===== src/rtl/sonar_pkg.sv =====
// Shared sonar front-end types and default sizing (FIR, decimator, downstream stages).
package sonar_pkg;
  localparam int DATA_W     = 32;
  localparam int CH_BITS    = 2;
  localparam int NUM_CH     = 1 << CH_BITS;
  localparam int LOG2_DECIM = 3;

  typedef logic signed [DATA_W-1:0] sample_t;
  typedef logic [CH_BITS-1:0]       chan_t;
endpackage


===== src/rtl/decim_acc_bank.sv =====
// Per-channel boxcar accumulators and sample counters.
// The selected channel's running sum including the incoming sample is exposed
// combinationally together with a dump flag, so the top can load its output
// register on the same edge the block completes.
module decim_acc_bank #(
  parameter int DATA_W     = sonar_pkg::DATA_W,
  parameter int CH_BITS    = sonar_pkg::CH_BITS,
  parameter int LOG2_DECIM = sonar_pkg::LOG2_DECIM
) (
  input  logic               clk_i,
  input  logic               rst_ni,
  input  logic               clear_i,
  input  logic               wr_en_i,
  input  logic [CH_BITS-1:0] ch_i,
  input  logic [DATA_W-1:0]  data_i,
  output logic               dump_o,
  output logic [DATA_W-1:0]  avg_o
);
  localparam int NUM_CH = 1 << CH_BITS;
  // LOG2_DECIM guard bits make the block sum overflow-free.
  localparam int ACC_W  = DATA_W + LOG2_DECIM;
  localparam int CNT_W  = (LOG2_DECIM > 0) ? LOG2_DECIM : 1;
  localparam logic [CNT_W-1:0] CNT_LAST = CNT_W'((1 << LOG2_DECIM) - 1);

  logic signed [ACC_W-1:0] acc_q [NUM_CH];
  logic signed [ACC_W-1:0] acc_d [NUM_CH];
  logic        [CNT_W-1:0] cnt_q [NUM_CH];
  logic        [CNT_W-1:0] cnt_d [NUM_CH];

  logic signed [ACC_W-1:0] cur_acc;
  logic signed [ACC_W-1:0] sum;
  logic        [CNT_W-1:0] cur_cnt;

  // Effective state of the addressed channel: a same-cycle clear makes the
  // incoming sample the first of a fresh block.
  always_comb begin
    cur_acc = clear_i ? '0 : acc_q[ch_i];
    cur_cnt = clear_i ? '0 : cnt_q[ch_i];
    sum     = cur_acc + ACC_W'($signed(data_i));
    dump_o  = (cur_cnt == CNT_LAST);
    // Dropping the low bits of a two's-complement sum is a floor divide.
    avg_o   = sum[ACC_W-1:LOG2_DECIM];
  end

  // Next state: clear flushes every channel, then the accepted sample either
  // accumulates or dumps on its own channel only.
  always_comb begin
    for (int c = 0; c < NUM_CH; c++) begin
      acc_d[c] = clear_i ? '0 : acc_q[c];
      cnt_d[c] = clear_i ? '0 : cnt_q[c];
    end
    if (wr_en_i) begin
      if (dump_o) begin
        acc_d[ch_i] = '0;
        cnt_d[ch_i] = '0;
      end else begin
        acc_d[ch_i] = sum;
        cnt_d[ch_i] = cur_cnt + CNT_W'(1);
      end
    end
  end

  // Accumulator and counter registers.
  always_ff @(posedge clk_i or negedge rst_ni) begin
    if (!rst_ni) begin
      for (int c = 0; c < NUM_CH; c++) begin
        acc_q[c] <= '0;
        cnt_q[c] <= '0;
      end
    end else begin
      for (int c = 0; c < NUM_CH; c++) begin
        acc_q[c] <= acc_d[c];
        cnt_q[c] <= cnt_d[c];
      end
    end
  end
endmodule


===== src/rtl/channel_decimator.sv =====
// Per-channel average-and-decimate stage on the FIR's interleaved AXI-Stream.
// One output register; input ready is a pure function of the output state.
module channel_decimator #(
  parameter int DATA_W     = sonar_pkg::DATA_W,
  parameter int CH_BITS    = sonar_pkg::CH_BITS,
  parameter int LOG2_DECIM = sonar_pkg::LOG2_DECIM
) (
  input  logic               s_axis_aclk,
  input  logic               s_axis_arstn,
  input  logic               clear,
  input  logic [DATA_W-1:0]  s_axis_tdata,
  input  logic               s_axis_tvalid,
  output logic               s_axis_tready,
  input  logic [CH_BITS-1:0] s_axis_tuser,
  output logic [DATA_W-1:0]  m_axis_tdata,
  output logic               m_axis_tvalid,
  input  logic               m_axis_tready,
  output logic [CH_BITS-1:0] m_axis_tuser
);
  logic               accept;
  logic               dump;
  logic               load;
  logic [DATA_W-1:0]  avg;

  logic               m_tvalid_q, m_tvalid_d;
  logic [DATA_W-1:0]  m_tdata_q,  m_tdata_d;
  logic [CH_BITS-1:0] m_tuser_q,  m_tuser_d;

  decim_acc_bank #(
    .DATA_W     (DATA_W),
    .CH_BITS    (CH_BITS),
    .LOG2_DECIM (LOG2_DECIM)
  ) u_bank (
    .clk_i   (s_axis_aclk),
    .rst_ni  (s_axis_arstn),
    .clear_i (clear),
    .wr_en_i (accept),
    .ch_i    (s_axis_tuser),
    .data_i  (s_axis_tdata),
    .dump_o  (dump),
    .avg_o   (avg)
  );

  // Handshake and output-register next state; a dump on the same edge as an
  // output handshake reloads the register for full throughput.
  always_comb begin
    s_axis_tready = !m_tvalid_q || m_axis_tready;
    accept        = s_axis_tvalid && s_axis_tready;
    load          = accept && dump;
    m_tvalid_d    = m_tvalid_q && !m_axis_tready;
    m_tdata_d     = m_tdata_q;
    m_tuser_d     = m_tuser_q;
    if (load) begin
      m_tvalid_d = 1'b1;
      m_tdata_d  = avg;
      m_tuser_d  = s_axis_tuser;
    end
  end

  // Output register; clear deliberately leaves a pending result in place.
  always_ff @(posedge s_axis_aclk or negedge s_axis_arstn) begin
    if (!s_axis_arstn) begin
      m_tvalid_q <= 1'b0;
      m_tdata_q  <= '0;
      m_tuser_q  <= '0;
    end else begin
      m_tvalid_q <= m_tvalid_d;
      m_tdata_q  <= m_tdata_d;
      m_tuser_q  <= m_tuser_d;
    end
  end

  assign m_axis_tvalid = m_tvalid_q;
  assign m_axis_tdata  = m_tdata_q;
  assign m_axis_tuser  = m_tuser_q;
endmodule

===== config.mk =====
export PLATFORM = sky130hd
export DESIGN_NAME = channel_decimator
export DESIGN_NICKNAME = d
export VERILOG_FILES = /design/src/rtl/sonar_pkg.sv /design/src/rtl/decim_acc_bank.sv /design/src/rtl/channel_decimator.sv
export SDC_FILE = /design/constraint.sdc
export NUM_CORES = 1
export LEC_CHECK = 0
export ABC_AREA = 1
export BUFFER_PORTS_ARGS = -buffer_cell sky130_fd_sc_hd__buf_2
export CORE_UTILIZATION = 55
export CTS_CLUSTER_DIAMETER = 30
export DETAILED_ROUTE_END_ITERATION = 6
export PLACE_DENSITY = 0.85
export SLEW_MARGIN = 20
export SYNTH_ARGS = -nofsm -noshare
export SYNTH_HDL_FRONTEND = slang
export SYNTH_SLANG_ARGS = --single-unit

===== constraint.sdc =====
create_clock -name s_axis_aclk -period 3.2 [get_ports s_axis_aclk]
set_input_delay 0.48 -clock s_axis_aclk [delete_from_list [all_inputs] [get_ports s_axis_aclk]]
set_output_delay 0.48 -clock s_axis_aclk [all_outputs]
set_load 0.005 [all_outputs]

==> results of run 1 <==
cells by family after synthesis:
family / synth area share, %
buffers and inverters: 7.978
AOI/OAI and AO/OA: 14.10
and+or+nand+nor: 27.09
adders and majority gates: 4.531
xor gates and xnor gates: 1.229
DFF: 45.07
worst max-delay path: stages:
cell and delay [ps]:
buf_2 120, inv_1 80, nand2_2 170, buf_4 190
o22ai_1 70, a221oi_1 250, nor2_1 90, ha_1 410
nand2_1 110, nor2_1 280, nand2_1 100, clkinv_1 70
nand4_1 150, nand3_2 160, nand2_1 120, nand2_1 80
nand2_1 110, nand3_1 120, nand2_1 70
sequential cells by signal, indices dropped and copies added, names as in the netlist:
| signal | count |
|---|---|
| m_axis_tuser | 2 |
| m_axis_tdata | 32 |
| m_axis_tvalid | 1 |
| u_bank.cnt_q | 12 |
| u_bank.acc_q | 140 |
layout make-up:
class,instances,area (sq um),area share (%)
flip-flops and latches,187,4679,38.85
well taps,229,286.5,2.379
clock inverters,15,230.2,1.911
inverters,163,611.8,5.079
multi-input cells,956,4885,40.55
repair buffers,137,927.1,7.697
clock buffers,17,425.4,3.532
power groups by stage:
stage	Clock [mW]	Sequential [mW]	Combinational, mW
final	2.39	2.56	0.965
after floorplan	0	2.59	0.580
after CTS	2.40	2.56	0.944
after global placement	0	2.60	0.916
after global routing	2.49	2.58	1.06
after detailed placement	0	2.60	0.936
per-stage QoR:
stage          std cells  cell area (sq um)
2_1_floorplan       1356              10380
3_3_place_gp        1672              11390
3_5_place_dp        1672              11390
4_1_cts             1704              12050
5_1_grt             1704              12050
6_report            1704              12050
final timing paths:
kind / from / end / slack, ps / depth (start not counted)
max: s_axis_tuser[0] / m_axis_tdata[31] / 290 / 19
min reg2reg: m_axis_tdata[7] / m_axis_tdata[7] / 480 / 2
min in group s_axis_aclk: s_axis_tuser[1] / m_axis_tuser[1] / 340 / 3
max in group asynchronous: s_axis_arstn / u_bank.cnt_q[8] / 2290 / 2
min: s_axis_arstn / m_axis_tdata[3] / 60 / 1
max reg2reg: u_bank.acc_q[0] / u_bank.acc_q[32] / 410 / 19
per-layer routing:
| layer | track usage, % | wire length, um | up-vias |
|---|---|---|---|
| met5 | 0 | 0 | - |
| met4 | 14.09 | 995 | 0 |
| met3 | 7.123 | 3139 | 98 |
| met2 | 51.76 | 13910 | 626 |
| met1 | 46.05 | 13190 | 4773 |
| li1 | - | - | 4691 |
cells in the final DEF, fill, tap and decap left out, types with 2 or more instances in the layout:
cell / n
buf_2: 73
o22ai_1: 58
xnor2_2: 3
nand3_2: 7
clkinv_2: 2
nand2_2: 14
bufinv_16: 5
a22oi_1: 30
nand3b_2: 3
xor2_1: 2
o21bai_1: 3
inv_6: 8
buf_4: 57
a221oi_1: 21
nor3_1: 7
nor2_1: 73
dfrtp_1: 187
buf_12: 6
or2_2: 2
inv_1: 154
a21boi_1: 2
nor2_2: 10
xnor2_1: 7
or2_1: 3
clkbuf_16: 17
nand4_1: 6
nand3_1: 122
a21oi_1: 46
nand2_1: 414
inv_2: 8
o21ai_1: 21
ha_1: 36
o21ai_0: 59
==> metrics.md, run 1 <==
| Metric | Value |
|---|---|
| Final Hold Slack | 61.32 ps |
| Final routed DRC violation total | 0 |
| Total chip power | 5.920 mW |
| Max-Slew Margin vs Limit | 36.91% |
| Cell type with the highest aggregate area in the netlist | dfrtp_1 |
| Detail-routed net length per standard cell | 18.33 um |
| Switching share of total power | 28.67% |
| Syn nets | 1432 |
| Total via count in the routed design | 10190 |
| Required time reported for the critical path endpoint | 3530 ps |
| Area growth from synthesis to layout | 16.02% |
| TritonCTS clock tree | yes |
| Clock root buffer | clkbuf_16 |
| Cell Rows | 49 |
| Summed negative setup slack over all endpoints | 0 ps |
| Total setup buffers inserted after CTS | 0 |
| Mean cell area of the mapped netlist | 7.657 sq um |
| Final Hold Vio Count | 0 |
| Seq/Total Area, Yosys | 45.07% |
| Setup Viol. Count Final | 0 |
| All-layer global routing usage | 33.57% |
| Boundary Pins | 75 |
| Most instantiated flip-flop cell in the synthesis netlist | dfrtp_1 |
| Vias in the first global route | 10000 |
| Critical Setup Path Class | in2reg |
| Synth cell count leaders | nand2_1 (414), dfrtp_1 (187), inv_1 (154) |
| Clock share of power | 40.4% |
| Unrepaired setup endpoints after global routing | no |
| Area of the core | 18210 sq um |
| Global-route wire length before repair | 50.93 mm |
| Starting DRC count in detailed routing | 1252 |
| Relative contribution of combinational cells to total power | 16.3% |
| Num CTS Buffers | 17 |
| Dpl ws | -51.66 ps |
| Number of pins exceeding their max-slew limit in the final report | 0 |
| Warning count from the yosys run | 0 |
| Achievable frequency | 344.1 MHz |
| GPL Wtd Cong | 1.008 |
| Worst vdd rail ir drop | 0.3531 mV |
| Crit path launch type | input port |
| Via count normalized by instance count | 5.979 |
| Fraction of synthesis flops using an asynchronous set or reset pin | 100.0% |
| Gate count after technology mapping | 1356 |
| Clock Skew | 10.50 ps |
| Dominant cells by area after synthesis | dfrtp_1 (45%), nand2_1 (15%), nand3_1 (5.9%) |
| H-Tree Level Count | 4 |
| N_diodes | 0 |
| Post-CTS clock slew at the launch and capture registers of the worst setup and hold paths | 70 ps |
| Hold_buf cts | 0 |
| Ratio of cells with drive above 1 in the final layout | 14.85% |
| Total number of nets in the final design | 1538 |
| Switching pwr | 1.697 mW |
| Result of the run | finished, final reports clean |
| Count of buffers inserted at the top-level ports | 74 |
| Latest clock arrival within the worst-skew pair | 440 ps |
| HPWL Detailed | 21.64 mm |
| Data arrival, critical path | 3230 ps |
| Count of flip-flops with a built-in enable after synthesis | 0 |
| Initial core utilization | 57.02% |
| Leak pwr | 6.414 nW |
| Most common cell in the synthesized netlist | nand2_1 |
| Post-synthesis sequential element count | 187 |
| Die area | 19430 sq um |
| Resize count post-CTS | 0 |
| Maximum number of pins on one net before global-route repair | 85 |
| Power per Cell Area | 491.5 nW/um^2 |
| Path class of the lowest-slack min-delay path | in2async |
| Filler Cell Count | 1484 |
| Routed Wire Length | 31.24 mm |
| Count of distinct cell types in the synthesized netlist | 38 |
| Transition time at the pin with the least slew margin | 945.4 ps |
| Final Cycle Share | 90.82% |
| CTS sink count | 187 |
| GR Overflow Total | 0 |
| Proportion of power drawn by flip-flops and latches | 43.3% |
| Share of the synthesized area in the top cell type | 45.07% |
| Clock Tree Buf Depth | 2 |
| Initial antenna violation count | 0 |
| Mapped Area | 10380 sq um |
| Width of the die | 139.4 um |
| Post-layout min period | 2906 ps |
| Final core area utilization | 66.15% |
| Internal power component | 4.223 mW |
| Critical Path Sink Type | flip-flop |
| Worst Setup Slack, final | 293.6 ps |
| Maximum fanout along the worst path | 7 |
| MaxCap Viol Count | 0 |
| Vertical die dimension | 139.4 um |
| Routed Antenna Nets | 0 |
| Number of detailed-route iterations in the first pass | 6 |
No activity file was read; power rests on OpenSTA's default activity.
==> run 2, diff against run 1 <==
ABC_AREA = default   (was 1)
SYNTH_HIERARCHICAL = 1   (was default)
==> metrics.md, run 2 <==
| Metric | Value |
|---|---|
| Result of the run | finished with violations (was finished, final reports clean) |
| Failing checks | DRC, setup timing |
| Multi-input logic area | 5680 sq um (was 4885 sq um) |
| Placed inst area | 12080 sq um (was 11390 sq um) |
| Maximum number of pins on one net before global-route repair | 91 (was 85) |
| Critical path's most frequent cell | buf_4 (was nand2_1) |
| Final Hold Vio Count | 0 (unchanged) |
| Warning count from the yosys run | 6 (was 0) |
| Fraction of synthesized area in multiplexers | 13.42% (was 0%) |
| Syn nets | 930 (was 1432) |
| Fraction of synthesis flops using an asynchronous set or reset pin | 100.0% (unchanged) |
| CP max-delay cell | mux4_2 (was ha_1) |
| TritonCTS clock tree | yes (unchanged) |
| Critical Setup Path Class | in2reg (unchanged) |
| All-layer global routing usage | 32.13% (was 33.57%) |
| Die area | 19240 sq um (was 19430 sq um) |
| Filler Cell Count | 1020 (was 1484) |
| Category of cells accounting for the largest share of critical-path delay | simple AND/OR/NAND/NOR gates (unchanged) |
| Worst r2r path cells | 12 (was 19) |
| Crit-path cells | buf_8 -> clkbuf_16 -> mux4_2 -> nor2b_1 -> ha_1 -> buf_4 -> nand4_1 -> nor3_2 -> a22oi_2 -> a31oi_1 -> xnor2_1 -> buf_4 -> inv_1 -> mux2_2 (was buf_2 -> inv_1 -> nand2_2 -> buf_4 -> o22ai_1 -> a221oi_1 -> nor2_1 -> ha_1 -> nand2_1 -> nor2_1 -> nand2_1 -> clkinv_1 -> nand4_1 -> nand3_2 -> nand2_1 -> nand2_1 -> nand2_1 -> nand3_1 -> nand2_1) |
| Global-route wire length before repair | 47.45 mm (was 50.93 mm) |
| GR Overflow Total | 0 (unchanged) |
| Critical Path Sink Type | flip-flop (unchanged) |
| Maximum fanout along the worst path | 10 (was 7) |
| Most common cell in the synthesized netlist | dfrtp_1 (was nand2_1) |
| Dominant cells by area after synthesis | dfrtp_1 (46%), a22o_1 (11%), mux4_2 (8.1%) (was dfrtp_1 (45%), nand2_1 (15%), nand3_1 (5.9%)) |
| Initial core utilization | 56.65% (was 57.02%) |
| Register Area | 4679 sq um (unchanged) |
| Final Hold Slack | 120.5 ps (was 61.32 ps) |
| Count of buffers inserted at the top-level ports | 74 (unchanged) |
| Max-Slew Margin vs Limit | 50.49% (was 36.91%) |
| Post-synthesis sequential element count | 187 (unchanged) |
| Most instantiated flip-flop cell in the synthesis netlist | dfrtp_1 (unchanged) |
| N_diodes | 0 (unchanged) |
| HPWL Detailed | 20.11 mm (was 21.64 mm) |
| Total number of nets in the final design | 1160 (was 1538) |
| MaxCap Viol Count | 0 (unchanged) |
| Clock root buffer | clkbuf_16 (unchanged) |
| Num CTS Buffers | 17 (unchanged) |
| Unrepaired setup endpoints after global routing | yes (was no) |
| Routed Wire Length | 32.71 mm (was 31.24 mm) |
| Ratio of cells with drive above 1 in the final layout | 42.34% (was 14.85%) |
| Area fraction in and, or, nand and nor cells after synthesis | 9.432% (was 27.09%) |
| Mean cell area of the mapped netlist | 12.04 sq um (was 7.657 sq um) |
| Total via count in the routed design | 8986 (was 10190) |
| H-Tree Level Count | 4 (unchanged) |
| Post-CTS clock slew at the launch and capture registers of the worst setup and hold paths | 70 ps (about the same) |
| Max reg flops | 140 (unchanged) |
| Gate count after technology mapping | 854 (was 1356) |
| Post-route cell area | 13290 sq um (was 12050 sq um) |
| GPL Wtd Cong | 0.9767 (was 1.008) |
| Synth Area in Compound Gates | 20.87% (was 14.10%) |
| Initial antenna violation count | 0 (unchanged) |
| Width of the die | 138.7 um (was 139.4 um) |
| Latest clock arrival within the worst-skew pair | 450 ps (was 440 ps) |
| Count of flip-flops with a built-in enable after synthesis | 0 (unchanged) |
| Required time reported for the critical path endpoint | 3530 ps (about the same) |
| Clock Skew | 16.18 ps (was 10.50 ps) |
| Achievable frequency | 284.8 MHz (was 344.1 MHz) |
| Share of the synthesized area in the top cell type | 45.52% (was 45.07%) |
| Transition time at the pin with the least slew margin | 742.6 ps (was 945.4 ps) |
| Data arrival, critical path | 3840 ps (was 3230 ps) |
| Xor-xnor portion of the synthesized cell area | 2.446% (was 1.229%) |
| Number of detailed-route iterations in the first pass | 7 (was 6) |
| Boundary Pins | 75 (unchanged) |
| Final Cycle Share | 109.7% (was 90.82%) |
| Routed Antenna Nets | 0 (unchanged) |
| Cell type with the highest aggregate area in the netlist | dfrtp_1 (unchanged) |
| Vertical die dimension | 138.7 um (was 139.4 um) |
| Via count normalized by instance count | 6.782 (was 5.979) |
| Crit path launch type | input port (unchanged) |
| Combinational family with the most area after synthesis | compound AO/OA/AOI/OAI gates (was simple AND/OR/NAND/NOR gates) |
| Crit path buf inv count | 5 (was 4) |
| Register-to-register setup slack | -280 ps (was 410 ps) |
| Synth cell count leaders | dfrtp_1 (187), a22o_1 (124), nand2_1 (51) (was nand2_1 (414), dfrtp_1 (187), inv_1 (154)) |
| Mapped Area | 10280 sq um (was 10380 sq um) |
| Detail-routed net length per standard cell | 24.69 um (was 18.33 um) |
| Worst vdd rail ir drop | 0.3597 mV (was 0.3531 mV) |
| Cell Rows | 49 (unchanged) |
| Post-layout min period | 3512 ps (was 2906 ps) |
| Worst Setup Slack, final | -311.6 ps (was 293.6 ps) |
| CTS sink count | 187 (unchanged) |
| Setup Viol. Count Final | 57 (was 0) |
| Register with the most flip-flops | u_bank/acc_q (was u_bank.acc_q) |
| Area of the core | 18150 sq um (was 18210 sq um) |
| Count of distinct cell types in the synthesized netlist | 74 (was 38) |
| Delay contributed by the slowest stage of the critical path | 510 ps (was 410 ps) |
| Vias in the first global route | 8815 (was 10000) |
| Number of pins exceeding their max-slew limit in the final report | 0 (unchanged) |
| Most common cell after layout, fill and taps aside | dfrtp_1 (was nand2_1) |
| Power per Cell Area | 451.3 nW/um^2 (was 491.5 nW/um^2) |
| Final routed DRC violation total | 4 (was 0) |
| Synth Area in Adders | 4.576% (was 4.531%) |
| Starting DRC count in detailed routing | 994 (was 1252) |
| Area growth from synthesis to layout | 29.24% (was 16.02%) |
| Clock Tree Buf Depth | 2 (unchanged) |
| Seq/Total Area, Yosys | 45.52% (was 45.07%) |
| Most frequent cells in the layout | dfrtp_1 (187), buf_4 (179), a22o_1 (124) (was nand2_1 (414), dfrtp_1 (187), inv_1 (154)) |
| Leak pwr | 6.463 nW (was 6.414 nW) |
| Path class of the lowest-slack min-delay path | in2async (unchanged) |
| Crit. path cell count | 14 (was 19) |
==> run 2: repair_timing <==
| action | CTS | global route |
|---|---|---|
| buffers inserted | 15 | 15 |
| setup endpoints to repair | 105 | 109 |
| gates cloned | 0 | 1 |
| pin swaps | 21 | 27 |
| hold buffers | 0 | 0 |
| resized for setup | 28 | 55 |
==> run 2: kinds of logic after synthesis <==
logic type / after synthesis
mux: 76
xor+xnor: 27
buf+inv: 72
fa+ha+maj: 37
simple gates: 181
compound gates: 274
flops: 187
==> run 2: metrics by stage <==
step | power [mW] | util [%] | worst slack [ps] | cells | setup TNS [ps]
6_report | 5.996 | 73.22 | -311.6 | 1325 | -4381
5_1_grt | 6.177 | 73.22 | -272.0 | 1325 | -8180
4_1_cts | 5.875 | 71.07 | -91.82 | 1310 | -475.2
3_5_place_dp | 3.745 | 66.55 | -693.4 | 1265 | -79600
3_3_place_gp | 3.700 | 66.55 | -643.1 | 1265 | -67900
2_1_floorplan | 3.255 | - | -325.3 | 854 | -9513
==> run 2: path summary, 6_finish.rpt <==
path | start | end
worst max-delay path | s_axis_tuser[0] | m_axis_tdata[25]
max in group asynchronous | s_axis_arstn | u_bank/acc_q[134]
worst min-delay path | s_axis_arstn | m_axis_tdata[7]
worst min register to register | u_bank/cnt_q[0] | u_bank/cnt_q[0]
min in group s_axis_aclk | m_axis_tready | m_axis_tvalid
worst max register to register | u_bank/acc_q[19] | m_axis_tdata[25]
==> run 2: worst reg2reg max path: cells and delay by family (launching register included) <==
kind / cells / cell delay, ps
AOI/OAI and AO/OA: 2 / 440
xor gates and xnor gates: 1 / 180
adders and majority gates: 1 / 340
buffers and inverters: 3 / 400
DFF: 1 / 400
muxes: 2 / 730
and+or+nand+nor: 3 / 870
==> run 2: routing by layer <==
metal / track usage [%] / part of all wire [%] / up-vias
met3: 5.905 / 8.3 / 146
li1: - / - / 3708
met1: 42.72 / 39 / 4548
met4: 16.26 / 4.3 / 0
met2: 50.98 / 48 / 584
met5: 0 / 0 / -
==> run 2: layout make-up <==
type	count	area share [%]
timing repair buffer	270	15.21
inverter	13	0.3861
tap	229	2.156
clock buffer	18	3.305
multi-input combinational	595	42.75
sequential	187	35.22
clock inverter	13	0.9793
==> run 2: where the power goes <==
| group | total [mW] | switching [mW] | internal [mW] |
|---|---|---|---|
| clock | 2.10 | 0.990 | 1.11 |
| sequential | 2.58 | 0.0840 | 2.50 |
| combinational | 1.32 | 0.704 | 0.615 |
